### src/rtl/fifo_uart_tx_pkg.sv
// Shared types and constants for the FIFO-draining UART transmitter.
package fifo_uart_tx_pkg;

  // Transmitter sequencing: pop a word, wait for the registered FIFO data,
  // then shift out start, data and stop bits.
  typedef enum logic [2:0] {
    IDLE  = 3'd0,
    POP   = 3'd1,
    LOAD  = 3'd2,
    START = 3'd3,
    DATA  = 3'd4,
    STOP  = 3'd5
  } tx_state_e;

  // Level of the serial line when no frame is in progress (mark state).
  localparam logic TX_IDLE_LEVEL = 1'b1;

endpackage

### src/rtl/fifo_uart_tx_baud_tick.sv
// Bit-period timer: counts 0..BAUD_DIV-1 and flags the last cycle of each
// serial bit. A synchronous clear holds the count at zero so that the first
// bit of a frame always gets a full period.
module fifo_uart_tx_baud_tick #(
  parameter int BAUD_DIV = 868
) (
  input  logic clk,
  input  logic rst_n,
  input  logic clr,
  output logic tick
);

  localparam int CW = (BAUD_DIV > 1) ? $clog2(BAUD_DIV) : 1;
  localparam logic [CW-1:0] LAST = CW'(BAUD_DIV - 1);

  logic [CW-1:0] count;

  // Period counter: restarts on clear or after its terminal value.
  always_ff @(posedge clk or negedge rst_n) begin
    if (!rst_n) begin
      count <= '0;
    end else if (clr || (count == LAST)) begin
      count <= '0;
    end else begin
      count <= count + 1'b1;
    end
  end

  // Tick marks the final cycle of a bit period; suppressed while cleared.
  assign tick = !clr && (count == LAST);

endmodule

### src/rtl/fifo_uart_tx.sv
// FIFO read-side consumer that serialises each popped word onto a UART line
// (start bit, LSB-first data, STOP_BITS stop bits). All outputs are registered.
// Read handshake: fifo_read is a single-cycle strobe issued only from IDLE
// while fifo_empty is low; the FIFO presents the word on fifo_data in the
// following cycle (LOAD), where it is captured.
module fifo_uart_tx
  import fifo_uart_tx_pkg::*;
#(
  parameter int DATA_WIDTH = 8,
  parameter int BAUD_DIV   = 868,
  parameter int STOP_BITS  = 1
) (
  input  logic                  clk,
  input  logic                  rst_n,
  input  logic                  enable,
  input  logic                  fifo_empty,
  output logic                  fifo_read,
  input  logic [DATA_WIDTH-1:0] fifo_data,
  output logic                  tx,
  output logic                  busy,
  output logic                  byte_done
);

  localparam int IW = $clog2(DATA_WIDTH) + 1;
  localparam logic [IW-1:0] LAST_BIT  = IW'(DATA_WIDTH - 1);
  localparam logic [IW-1:0] LAST_STOP = IW'(STOP_BITS - 1);

  tx_state_e             state, state_d;
  logic                  tx_d, fifo_read_d, busy_d, byte_done_d;
  logic [DATA_WIDTH-1:0] shift, shift_d;
  logic [IW-1:0]         bit_idx, bit_idx_d;
  logic                  timer_clr;
  logic                  tick;

  // The bit timer only runs while a frame is on the line.
  assign timer_clr = (state == IDLE) || (state == POP) || (state == LOAD);

  fifo_uart_tx_baud_tick #(
    .BAUD_DIV(BAUD_DIV)
  ) u_baud_tick (
    .clk  (clk),
    .rst_n(rst_n),
    .clr  (timer_clr),
    .tick (tick)
  );

  // State and registered outputs; reset forces the line to mark immediately.
  always_ff @(posedge clk or negedge rst_n) begin
    if (!rst_n) begin
      state     <= IDLE;
      tx        <= TX_IDLE_LEVEL;
      fifo_read <= 1'b0;
      busy      <= 1'b0;
      byte_done <= 1'b0;
      shift     <= '0;
      bit_idx   <= '0;
    end else begin
      state     <= state_d;
      tx        <= tx_d;
      fifo_read <= fifo_read_d;
      busy      <= busy_d;
      byte_done <= byte_done_d;
      shift     <= shift_d;
      bit_idx   <= bit_idx_d;
    end
  end

  // Next-state and next-output logic; strobes default low every cycle.
  always_comb begin
    state_d     = state;
    tx_d        = tx;
    fifo_read_d = 1'b0;
    busy_d      = busy;
    byte_done_d = 1'b0;
    shift_d     = shift;
    bit_idx_d   = bit_idx;
    case (state)
      IDLE: begin
        tx_d   = TX_IDLE_LEVEL;
        busy_d = 1'b0;
        if (enable && !fifo_empty) begin
          fifo_read_d = 1'b1;
          state_d     = POP;
        end
      end
      POP: begin
        busy_d  = 1'b1;
        state_d = LOAD;
      end
      LOAD: begin
        shift_d = fifo_data;
        tx_d    = ~TX_IDLE_LEVEL;
        state_d = START;
      end
      START: begin
        if (tick) begin
          tx_d      = shift[0];
          bit_idx_d = '0;
          state_d   = DATA;
        end
      end
      DATA: begin
        if (tick) begin
          if (bit_idx == LAST_BIT) begin
            tx_d      = TX_IDLE_LEVEL;
            bit_idx_d = '0;
            state_d   = STOP;
          end else begin
            shift_d   = shift >> 1;
            tx_d      = shift[1];
            bit_idx_d = bit_idx + 1'b1;
          end
        end
      end
      STOP: begin
        if (tick) begin
          if (bit_idx == LAST_STOP) begin
            byte_done_d = 1'b1;
            busy_d      = 1'b0;
            bit_idx_d   = '0;
            state_d     = IDLE;
          end else begin
            bit_idx_d = bit_idx + 1'b1;
          end
        end
      end
      default: begin
        state_d = IDLE;
      end
    endcase
  end

endmodule
### config.mk
export PLATFORM = sky130hd
export DESIGN_NAME = fifo_uart_tx
export DESIGN_NICKNAME = d
export VERILOG_FILES = /design/src/rtl/fifo_uart_tx_pkg.sv /design/src/rtl/fifo_uart_tx_baud_tick.sv /design/src/rtl/fifo_uart_tx.sv
export SDC_FILE = /design/constraint.sdc
export NUM_CORES = 1
export LEC_CHECK = 0
export BUFFER_PORTS_ARGS = -buffer_cell sky130_fd_sc_hd__buf_2
export CORE_MARGIN = 2
export CORE_UTILIZATION = 55
export CTS_CLUSTER_DIAMETER = 50
export DETAILED_ROUTE_END_ITERATION = 12
export PLACE_DENSITY = 0.75
export SYNTH_ARGS = -nofsm -noshare
export SYNTH_HDL_FRONTEND = slang
export SYNTH_SLANG_ARGS = --single-unit
### constraint.sdc
create_clock -name clk -period 2.3 [get_ports clk]
set_input_delay 0.115 -clock clk [delete_from_list [all_inputs] [get_ports clk]]
set_output_delay 0.115 -clock clk [all_outputs]
set_load 0.05 [all_outputs]
==> results.ini, run 1 <==
[sta]
setup_ws_ns = 0.1925
rsz0062_at_grt = no
finalHoldViolations = 0
finClkSkew_ns = 0.006767
whs_ns = 0.04366
tightest_slew_ns = 0.6572
relSlewSlack_pct = 55.72
drv_slew = 0
clock.fmax_mhz = 474.5
setup_violations = 0
setup_tns_ns = 0
fin_crit_ns = 2.108
fin_crit_sh_pct = 91.63

[status]
status = completed

[setup_path]
critical_path_required_ns = 2.52
reg2reg_depth = 6
reg2reg_from = u_baud_tick.count[0]
crit_arrival_ns = 2.33
r2r_end = shift[7]
end_kind = flop
crit_type = flop to flop
crit_fanout = 8
r2r_setup_slack_ns = 0.19
cp-start-kind = flop

[die]
start_util_pct = 58.96
placeableCoreArea_um2 = 2500
ios = 16
die_w_um = 55.77
row_count = 18
die-area_um2 = 3110
die_y_um = 55.77

[detailed_routing]
ant_nets = 0
post_drt_wl_per_cell_um = 13.66
vias = 1151
wirelength_um = 2731
drt_first_pass_iters = 4
drtIter0Drc = 35
vias_per_cell = 5.755
drc = 0

[worst_hold_path]
hold_depth = 2
min_from = fifo_data[7]
min_path_type = input port to flop
worstHoldEndpoint = shift[7]

[pwr]
p_seq_share_pct = 60.1
ir_drop_v = 0.0004520
p_leak_nw = 0.7159
p_switching_uw = 184.4
p_per_area_nw_per_um2 = 520.8
p_int_uw = 680.9
p_clk_share_pct = 36.2
swShare_pct = 21.31
combPwrFrac_pct = 3.7

[grt]
antenna_found_initial = 0
grt_pass1_wl_um = 4892
grt.overflow.total = 0
grt_usage_pct = 20.45
grt_max_degree = 30
grt_pass1_vias = 1110

[job]
drv_cap = 0

[clock_tree]
post_cts_buffers = 0
clk_path_buf_depth = 2
worstSkewPairLatency_ns = 0.32
path_clk_slew_ns = 0.09
numCtsBuffers = 5
root_buffer = clkbuf_4
cts_tree = built
htree_levels = 2
clock-sinks = 29

[placement]
gp_congestion = 0.7796
dpl_worst_slack_ns = 0.2001
port_buffers = 15
dp_cells = 191
dp_hpwl_um = 1996

[yosys]
synth.ff_latch_count = 29
ys_seq_area_share_pct = 49.32
synthesis.nets = 163
synth.cell_area_um2 = 1474
yosysTopAreaCell = dfrtp_1
yosysTopAreaCellShare_pct = 47.54
synth.area.top_cells = dfrtp_1 48%, o21ai_0 7.8%, mux2i_1 4.8%, nor2_1 3.8%, nand3_1 2.7%
synth.avg_cell_area_um2 = 9.959
syn_inst = 148
synth.distinct_cells = 38
yosysWarnings = 0

[final_layout]
final_cell_count_no_fill = 200
ff_latch_area_um2 = 726.9
area_delta_synth_final_pct = 12.73
multi_input_area_um2 = 700.7
fin_nets = 184
nFillCells = 199
n_antenna_cell = 0
drive_above_1_share_pct = 19.41

cells in the final DEF (no fill, tap or decap), types with 2 or more instances in the layout:
master	instances
dfrtp_1	28
o21ai_0	22
nor2_1	15
buf_2	15
nand3_1	8
nand2_1	7
mux2i_1	7
inv_1	6
a21oi_1	5
clkbuf_4	5
xnor2_1	4
buf_4	4
xor2_1	3
o31ai_1	3
ha_1	3
and2_1	2
nor4_1	2
nand2b_1	2
a21boi_0	2
nor2b_1	2
a32o_1	2
o21ai_1	2
clkbuf_1	2
sequential cells by signal, summed over array words and instances (netlist names):
name               count
bit_idx                4
busy                   1
byte_done              1
fifo_read              1
shift                  8
state                  3
tx                     1
u_baud_tick.count     10
cell usage after synthesis, drive strengths merged:
library cell,instances
or3b,1
and3,2
a21boi,2
or3,1
o21ai,24
a211oi,1
dfrtp,28
nor4,3
nand4,1
nand3,8
clkbuf,6
a32o,2
nor3b,1
a21oi,5
o211ai,1
or2,2
mux2,1
nand2,7
xor2,3
inv,6
and2,2
o211a,1
mux2i,7
nor2,15
o32ai,1
nand2b,2
nor2b,2
a31oi,1
dfstp,1
o31ai,3
ha,3
o21bai,1
xnor2,4
cells by family after synthesis:
group           Yosys count  synth area share (%)
fa+ha+maj                 3                 2.547
simple gates             47                 17.06
buf+inv                  12                 3.141
compound gates           42                 18.25
flops                    29                 49.32
mux                       8                 5.518
xor+xnor                  7                 4.160
through the flow:
stage | power, mW | instance area [um2] | util, %
finish | 0.8653 | 1662 | 66.47
global route | 0.9068 | 1662 | 66.47
CTS | 0.8811 | 1662 | 66.47
detailed placement | 0.5611 | 1593 | 63.71
global placement | 0.5587 | 1593 | 63.71
floorplan | 0.5390 | 1474 | -
metal layers:
| metal | global-route usage, % | part of all wire [%] |
|---|---|---|
| met5 | 0 | 0 |
| met4 | 11.50 | 0 |
| met3 | 4.884 | 4.2 |
| met2 | 30.61 | 46 |
| met1 | 27.15 | 50 |
layout make-up:
class / instances / share of cell area [%]
clock buffers: 8 / 3.539
inverters: 6 / 1.355
multi-input cells: 107 / 42.17
flip-flops and latches: 29 / 43.75
well taps: 30 / 2.259
repair buffers: 20 / 6.928
worst max-delay path, cell delays in order (launching register included):
cell,delay [ns]
dfrtp_1,0.40
ha_1,0.21
or3b_4,0.40
nor4_4,0.28
a31oi_4,0.13
or2_0,0.34
a32o_1,0.25
what timing repair did:
item | CTS | global route
resized for setup | 0 | 1
endpoints found under the hold margin | 28 | 0
endpoints found under the setup margin | 0 | 1
hold buffers | 1 | 0
power groups by stage:
stage	registers (mW)	clock network, mW	logic, mW
6_report	0.520	0.314	0.0316
5_1_grt	0.521	0.348	0.0372
4_1_cts	0.520	0.329	0.0321
3_5_place_dp	0.530	0	0.0308
3_3_place_gp	0.530	0	0.0289
2_1_floorplan	0.529	0	0.00974
how the worst max path moves through the flow:
stage / start / endpoint / slack (ns) / depth (start not counted)
2_1_floorplan: u_baud_tick.count[0] / shift[7] / 0.17 / 7
3_3_place_gp: u_baud_tick.count[0] / shift[7] / 0.25 / 6
3_5_place_dp: u_baud_tick.count[0] / shift[7] / 0.20 / 6
4_1_cts: u_baud_tick.count[0] / shift[0] / 0.19 / 6
5_1_grt: u_baud_tick.count[0] / shift[7] / 0.02 / 6
6_report: u_baud_tick.count[0] / shift[7] / 0.19 / 6
No activity file was read; power rests on OpenSTA's default activity.
==> run 2, diff against run 1 <==
--- a/config.mk
+++ b/config.mk
@@ -11,6 +11,7 @@
 export CTS_CLUSTER_DIAMETER = 50
 export DETAILED_ROUTE_END_ITERATION = 12
 export PLACE_DENSITY = 0.75
+export REMOVE_ABC_BUFFERS = 1
 export SYNTH_ARGS = -nofsm -noshare
 export SYNTH_HDL_FRONTEND = slang
 export SYNTH_SLANG_ARGS = --single-unit
==> run 2 against run 1 <==
Register-to-register slack worse by 0.03 ns. First-iteration DRC count down 8.6%. Clock power up 13%. Core utilization up 0.45 points. Combinational power up 3%. Critical path type unchanged.
==> results.ini, run 2 (same netlist as run 1, synthesis figures left out) <==
[final_layout]
final_common_cell = dfrtp_1
utilization_pct = 66.92  ; +0.45 points
fin_nets = 184  ; unchanged
top_regs = u_baud_tick.count x10, shift x8, bit_idx x4
regMostFlops = u_baud_tick.count
drive_above_1_share_pct = 20.59  ; +1.2 points
largest_reg_flops = 10  ; unchanged
final_area_um2 = 1673  ; +0.68%
area_delta_synth_final_pct = 13.50
n_antenna_cell = 0  ; unchanged
layout_common_cells = 28 x dfrtp_1, 23 x o21ai_0, 15 x nor2_1, 15 x buf_2, 8 x nand3_1
nFillCells = 210  ; +5.5%

[pwr]
ir_drop_v = 0.0005367  ; +19%
combPwrFrac_pct = 3.6  ; about the same
p_switching_uw = 201.3  ; +9.2%
swShare_pct = 22.16  ; +0.84 points
p_clk_share_pct = 39.1  ; +2.9 points
p_total_uw = 908.6  ; +5.0%
p_leak_nw = 0.7233  ; +1.0%
p_seq_share_pct = 57.3  ; -2.8 points
p_per_area_nw_per_um2 = 543.1  ; +4.3%
p_int_uw = 707.3  ; +3.9%

[placement]
dp_hpwl_um = 2045  ; +2.4%
port_buffers = 15  ; unchanged
dpl_cell_area_um2 = 1593  ; unchanged
dpl_worst_slack_ns = 0.1321  ; -0.06801 ns
gp_congestion = 0.8614  ; +10%

[setup_path]
crit_fanout = 8  ; unchanged
crit_type = flop to flop
r2r_end = shift[7]
crit_arrival_ns = 2.35  ; +0.02 ns
cp-start-kind = flop
reg2reg_depth = 6  ; unchanged
critical_path_required_ns = 2.52  ; about the same
reg2reg_from = u_baud_tick.count[0]
end_kind = flop
r2r_setup_slack_ns = 0.17  ; -0.03 ns

[sta]
fin_crit_ns = 2.133  ; +0.02553 ns
tightest_slew_ns = 0.6285  ; -0.02873 ns
finalHoldViolations = 0  ; unchanged
setup_ws_ns = 0.1670  ; -0.02553 ns
clock.fmax_mhz = 468.8  ; -1.2%
rsz0062_at_grt = no
fin_crit_sh_pct = 92.74  ; +1.1 points
setup_tns_ns = 0  ; unchanged
drv_slew = 0  ; unchanged
relSlewSlack_pct = 57.66  ; +1.9 points
setup_violations = 0  ; unchanged
finClkSkew_ns = 0.008966  ; +0.002199 ns

[die]
die-area_um2 = 3110  ; unchanged
die_y_um = 55.77  ; unchanged
placeableCoreArea_um2 = 2500  ; unchanged
row_count = 18  ; unchanged
ios = 16  ; unchanged
start_util_pct = 58.96  ; unchanged
die_w_um = 55.77  ; unchanged

[clock_tree]
cts_tree = built
path_clk_slew_ns = 0.09  ; about the same
htree_levels = 2  ; unchanged
clk_path_buf_depth = 2  ; unchanged
post_cts_buffers = 0  ; unchanged
numCtsBuffers = 5  ; unchanged
worstSkewPairLatency_ns = 0.33  ; about the same
root_buffer = clkbuf_4
clock-sinks = 29  ; unchanged

[worst_hold_path]
worstHoldEndpoint = shift[7]
min_path_type = input port to flop
hold_depth = 2  ; unchanged
min_from = fifo_data[7]

[detailed_routing]
ant_nets = 0  ; unchanged
drtIter0Drc = 32  ; -8.6%
post_drt_wl_per_cell_um = 14.72  ; +7.8%
vias = 1158  ; +0.61%
drt_first_pass_iters = 5  ; +1
wirelength_um = 2943  ; +7.8%
vias_per_cell = 5.790  ; +0.61%
drc = 0  ; unchanged

[grt]
grt_usage_pct = 21.76  ; +1.3 points
grt_pass1_vias = 1187  ; +6.9%
grt_max_degree = 30  ; unchanged
grt_pass1_wl_um = 5306  ; +8.5%
grt.overflow.total = 0  ; unchanged
antenna_found_initial = 0  ; unchanged

[status]
status = completed

[job]
drv_cap = 0  ; unchanged

[run 2: area by class of cell]
type / count / area (um2) / share of cell area [%]
inverter: 6 / 22.52 / 1.346
tap: 30 / 37.54 / 2.244
clock buffer: 7 / 65.06 / 3.889
multi-input combinational: 107 / 700.7 / 41.88
sequential: 29 / 726.9 / 43.46
timing repair buffer: 20 / 115.1 / 6.881
clock inverter: 1 / 5.005 / 0.2992
[run 2: worst max path at each step]
stage          cells past startpoint       end            startpoint  slack, ns
3_3_place_gp                       6  shift[7]  u_baud_tick.count[0]       0.22
6_report                           6  shift[7]  u_baud_tick.count[0]       0.17
5_1_grt                            6  shift[1]  u_baud_tick.count[0]       0.05
3_5_place_dp                       6  shift[7]  u_baud_tick.count[0]       0.13
2_1_floorplan                      6  shift[7]  u_baud_tick.count[0]       0.18
4_1_cts                            6  shift[7]  u_baud_tick.count[0]       0.10
[run 2: per-stage QoR]
stage	hold WS (ns)	cells
6_report	0.03953	200
4_1_cts	0.03629	200
5_1_grt	0.05093	200
3_5_place_dp	0.1748	191
2_1_floorplan	-0.1806	142
3_3_place_gp	0.1660	191
[run 2: worst max-delay path: stages, from the launching register on]
cell	delay [ns]
dfrtp_1	0.41
ha_1	0.21
or3b_4	0.40
nor4_4	0.25
a31oi_4	0.18
or2_1	0.34
a32o_1	0.23
[run 2: repair_timing]
action | in CTS | in global routing
hold buffers | 1 | 0
endpoints found under the hold margin | 28 | 0
setup endpoints to repair | 0 | 1
resized for setup | 0 | 1
[run 2: power groups by stage]
| stage | sequential (mW) | clock [mW] | combinational, mW |
|---|---|---|---|
| floorplan | 0.529 | 0 | 0.00973 |
| global route | 0.522 | 0.382 | 0.0378 |
| detailed placement | 0.530 | 0 | 0.0312 |
| finish | 0.521 | 0.356 | 0.0324 |
| global placement | 0.530 | 0 | 0.0299 |
| CTS | 0.521 | 0.360 | 0.0335 |
[run 2: per-layer routing]
layer  vias up  wire length (um)  global-route usage, %
li1        568                 -                      -
met3         9                89                  4.884
met1       555              1346                  27.38
met5         -                 0                      0
met4         0                71                  10.45
met2        26              1435                  35.37
==> run 3, diff against run 2 <==
--- a/config.mk
+++ b/config.mk
@@ -7,10 +7,10 @@
 export LEC_CHECK = 0
 export BUFFER_PORTS_ARGS = -buffer_cell sky130_fd_sc_hd__buf_2
 export CORE_MARGIN = 2
-export CORE_UTILIZATION = 55
+export CORE_UTILIZATION = 57
 export CTS_CLUSTER_DIAMETER = 50
 export DETAILED_ROUTE_END_ITERATION = 12
-export PLACE_DENSITY = 0.75
+export PLACE_DENSITY = 0.78
 export REMOVE_ABC_BUFFERS = 1
 export SYNTH_ARGS = -nofsm -noshare
 export SYNTH_HDL_FRONTEND = slang
==> run 3 against run 2 <==
First-iteration DRC count rose by 34%. Setup slack gained 0.037 ns. Die area down 3.3%. Non-clock buffer count shrank 2. Critical path type unchanged. Largest cell class unchanged. Largest power group unchanged.
==> results.ini, run 3 (same netlist as run 1, synthesis figures left out) <==
[final_layout]
regMostFlops = u_baud_tick.count
fin_nets = 182  ; -1.1%
drive_above_1_share_pct = 19.05  ; -1.5 points
ff_latch_area_um2 = 726.9  ; unchanged
nFillCells = 185  ; -12%
top_regs = u_baud_tick.count x10, shift x8, bit_idx x4
final_area_um2 = 1639  ; -2.0%
multi_input_area_um2 = 700.7  ; unchanged
n_antenna_cell = 0  ; unchanged
layout_common_cells = 28 x dfrtp_1, 22 x o21ai_0, 15 x nor2_1, 15 x buf_2, 8 x nand3_1
final_common_cell = dfrtp_1
largest_reg_flops = 10  ; unchanged
area_delta_synth_final_pct = 11.21

[placement]
dpl_cell_area_um2 = 1578  ; -0.94%
port_buffers = 15  ; unchanged
gp_congestion = 0.8520  ; -1.1%
dp_hpwl_um = 1994  ; -2.5%
dpl_worst_slack_ns = 0.1256  ; -0.006524 ns

[setup_path]
crit_fanout = 8  ; unchanged
r2r_end = shift[7]
crit_type = flop to flop
cp-start-kind = flop
path_cells = ha_1 > or3b_4 > nor4_4 > a31oi_4 > or2_0 > a32o_1
reg2reg_from = u_baud_tick.count[0]
cpLargestDelayFamily = simple AND/OR/NAND/NOR gates
cp_slowest_cell = dfrtp_1
reg2reg_depth = 6  ; unchanged
path_depth = 6  ; unchanged
critical_path_required_ns = 2.52  ; about the same
end_kind = flop
cp_num_buf_inv = 0  ; unchanged
max_stage_delay_ns = 0.40  ; about the same
crit_arrival_ns = 2.31  ; -0.04 ns
r2r_setup_slack_ns = 0.20  ; +0.04 ns

[die]
placeableCoreArea_um2 = 2455  ; -1.8%
ios = 16  ; unchanged
row_count = 18  ; unchanged
start_util_pct = 60.04  ; +1.1 points
die_w_um = 54.85  ; -1.6%
die-area_um2 = 3009  ; -3.3%
die_y_um = 54.85  ; -1.6%

[job]
drv_cap = 0  ; unchanged

[detailed_routing]
drc = 0  ; unchanged
ant_nets = 0  ; unchanged
drtIter0Drc = 43  ; +34%
post_drt_wl_per_cell_um = 14.16  ; -3.8%
wirelength_um = 2804  ; -4.7%
vias = 1151  ; -0.60%
drt_first_pass_iters = 5  ; unchanged
vias_per_cell = 5.813  ; +0.40%

[sta]
rsz0062_at_grt = no
clock.fmax_mhz = 477.0  ; +1.7%
tightest_slew_ns = 0.6153  ; -0.01322 ns
setup_tns_ns = 0  ; unchanged
fin_crit_ns = 2.096  ; -0.03655 ns
finalHoldViolations = 0  ; unchanged
finClkSkew_ns = 0.002888  ; -0.006078 ns
fin_crit_sh_pct = 91.15  ; -1.6 points
relSlewSlack_pct = 58.98  ; +1.3 points
setup_violations = 0  ; unchanged
drv_slew = 0  ; unchanged
setup_ws_ns = 0.2035  ; +0.03656 ns

[clock_tree]
worstSkewPairLatency_ns = 0.32  ; about the same
post_cts_buffers = 0  ; unchanged
root_buffer = clkbuf_4
clk_path_buf_depth = 2  ; unchanged
path_clk_slew_ns = 0.09  ; about the same
htree_levels = 2  ; unchanged
cts_tree = built
clock-sinks = 29  ; unchanged
numCtsBuffers = 5  ; unchanged

[worst_hold_path]
min_path_type = input port to flop
hold_depth = 2  ; unchanged
min_from = fifo_data[7]
worstHoldEndpoint = shift[7]

[grt]
grt_pass1_wl_um = 4402  ; -17%
antenna_found_initial = 0  ; unchanged
grt_pass1_vias = 1039  ; -12%
grt.overflow.total = 0  ; unchanged
grt_usage_pct = 21.25  ; -0.51 points
grt_max_degree = 30  ; unchanged

[pwr]
combPwrFrac_pct = 3.7  ; about the same
p_total_uw = 837.9  ; -7.8%
p_switching_uw = 191.5  ; -4.9%
p_per_area_nw_per_um2 = 511.2  ; -5.9%
p_int_uw = 646.5  ; -8.6%
p_clk_share_pct = 34.2  ; -4.9 points
swShare_pct = 22.85  ; +0.69 points
p_seq_share_pct = 62.1  ; +4.8 points
p_leak_nw = 0.7045  ; -2.6%
ir_drop_v = 0.0003535  ; -34%

[status]
status = completed

-- run 3: cell types whose count changed in the layout (fill, tap and decap cells not counted) --
cell and delta:
clkbuf_8 -2, or2_1 -1, clkbuf_1 +1, clkinv_2 +1, or2_0 +1, buf_4 -2
o21ai_1 +1, o21ai_0 -1
-- run 3: worst max path at each step --
| stage | from | end | slack [ns] |
|---|---|---|---|
| after global routing | u_baud_tick.count[0] | bit_idx[2] | 0.07 |
| after CTS | u_baud_tick.count[0] | bit_idx[2] | 0.12 |
| final | u_baud_tick.count[0] | shift[7] | 0.20 |
| after global placement | u_baud_tick.count[0] | shift[7] | 0.24 |
| after detailed placement | u_baud_tick.count[0] | bit_idx[2] | 0.13 |
| after floorplan | u_baud_tick.count[0] | shift[7] | 0.18 |
-- run 3: repair_timing --
action                                  4_1_cts  5_1_grt
hold buffers                                  1        0
endpoints found under the hold margin        28        0
endpoints found under the setup margin        0        3
resized for setup                             0        1
-- run 3: power by group through the flow --
stage | Combinational (mW) | Clock [mW] | Sequential, mW
detailed placement | 0.0308 | 0 | 0.530
global placement | 0.0299 | 0 | 0.530
floorplan | 0.00973 | 0 | 0.529
global route | 0.0359 | 0.323 | 0.521
finish | 0.0307 | 0.287 | 0.520
CTS | 0.0321 | 0.299 | 0.520
-- run 3: stage by stage --
step                util [%]  cells  hold slack, ns
floorplan                  -    142         -0.1806
global placement       64.27    189          0.1633
detailed placement     64.27    189          0.1724
CTS                    66.77    198         0.02669
global route           66.77    198         0.04352
finish                 66.77    198         0.04398
-- run 3: area by class of cell --
class                      count  share of cell area [%]
tap                           30                   2.290
clock inverter                 2                  0.6107
clock buffer                   6                   2.519
timing repair buffer          18                   6.107
sequential                    29                   44.35
multi-input combinational    107                   42.75
inverter                       6                   1.374
-- run 3: per-layer routing --
| metal | track usage [%] | routed length, um |
|---|---|---|
| met2 | 33.13 | 1382 |
| met1 | 25.66 | 1256 |
| met5 | 0 | 0 |
| met3 | 7.377 | 151 |
| met4 | 11.25 | 13 |
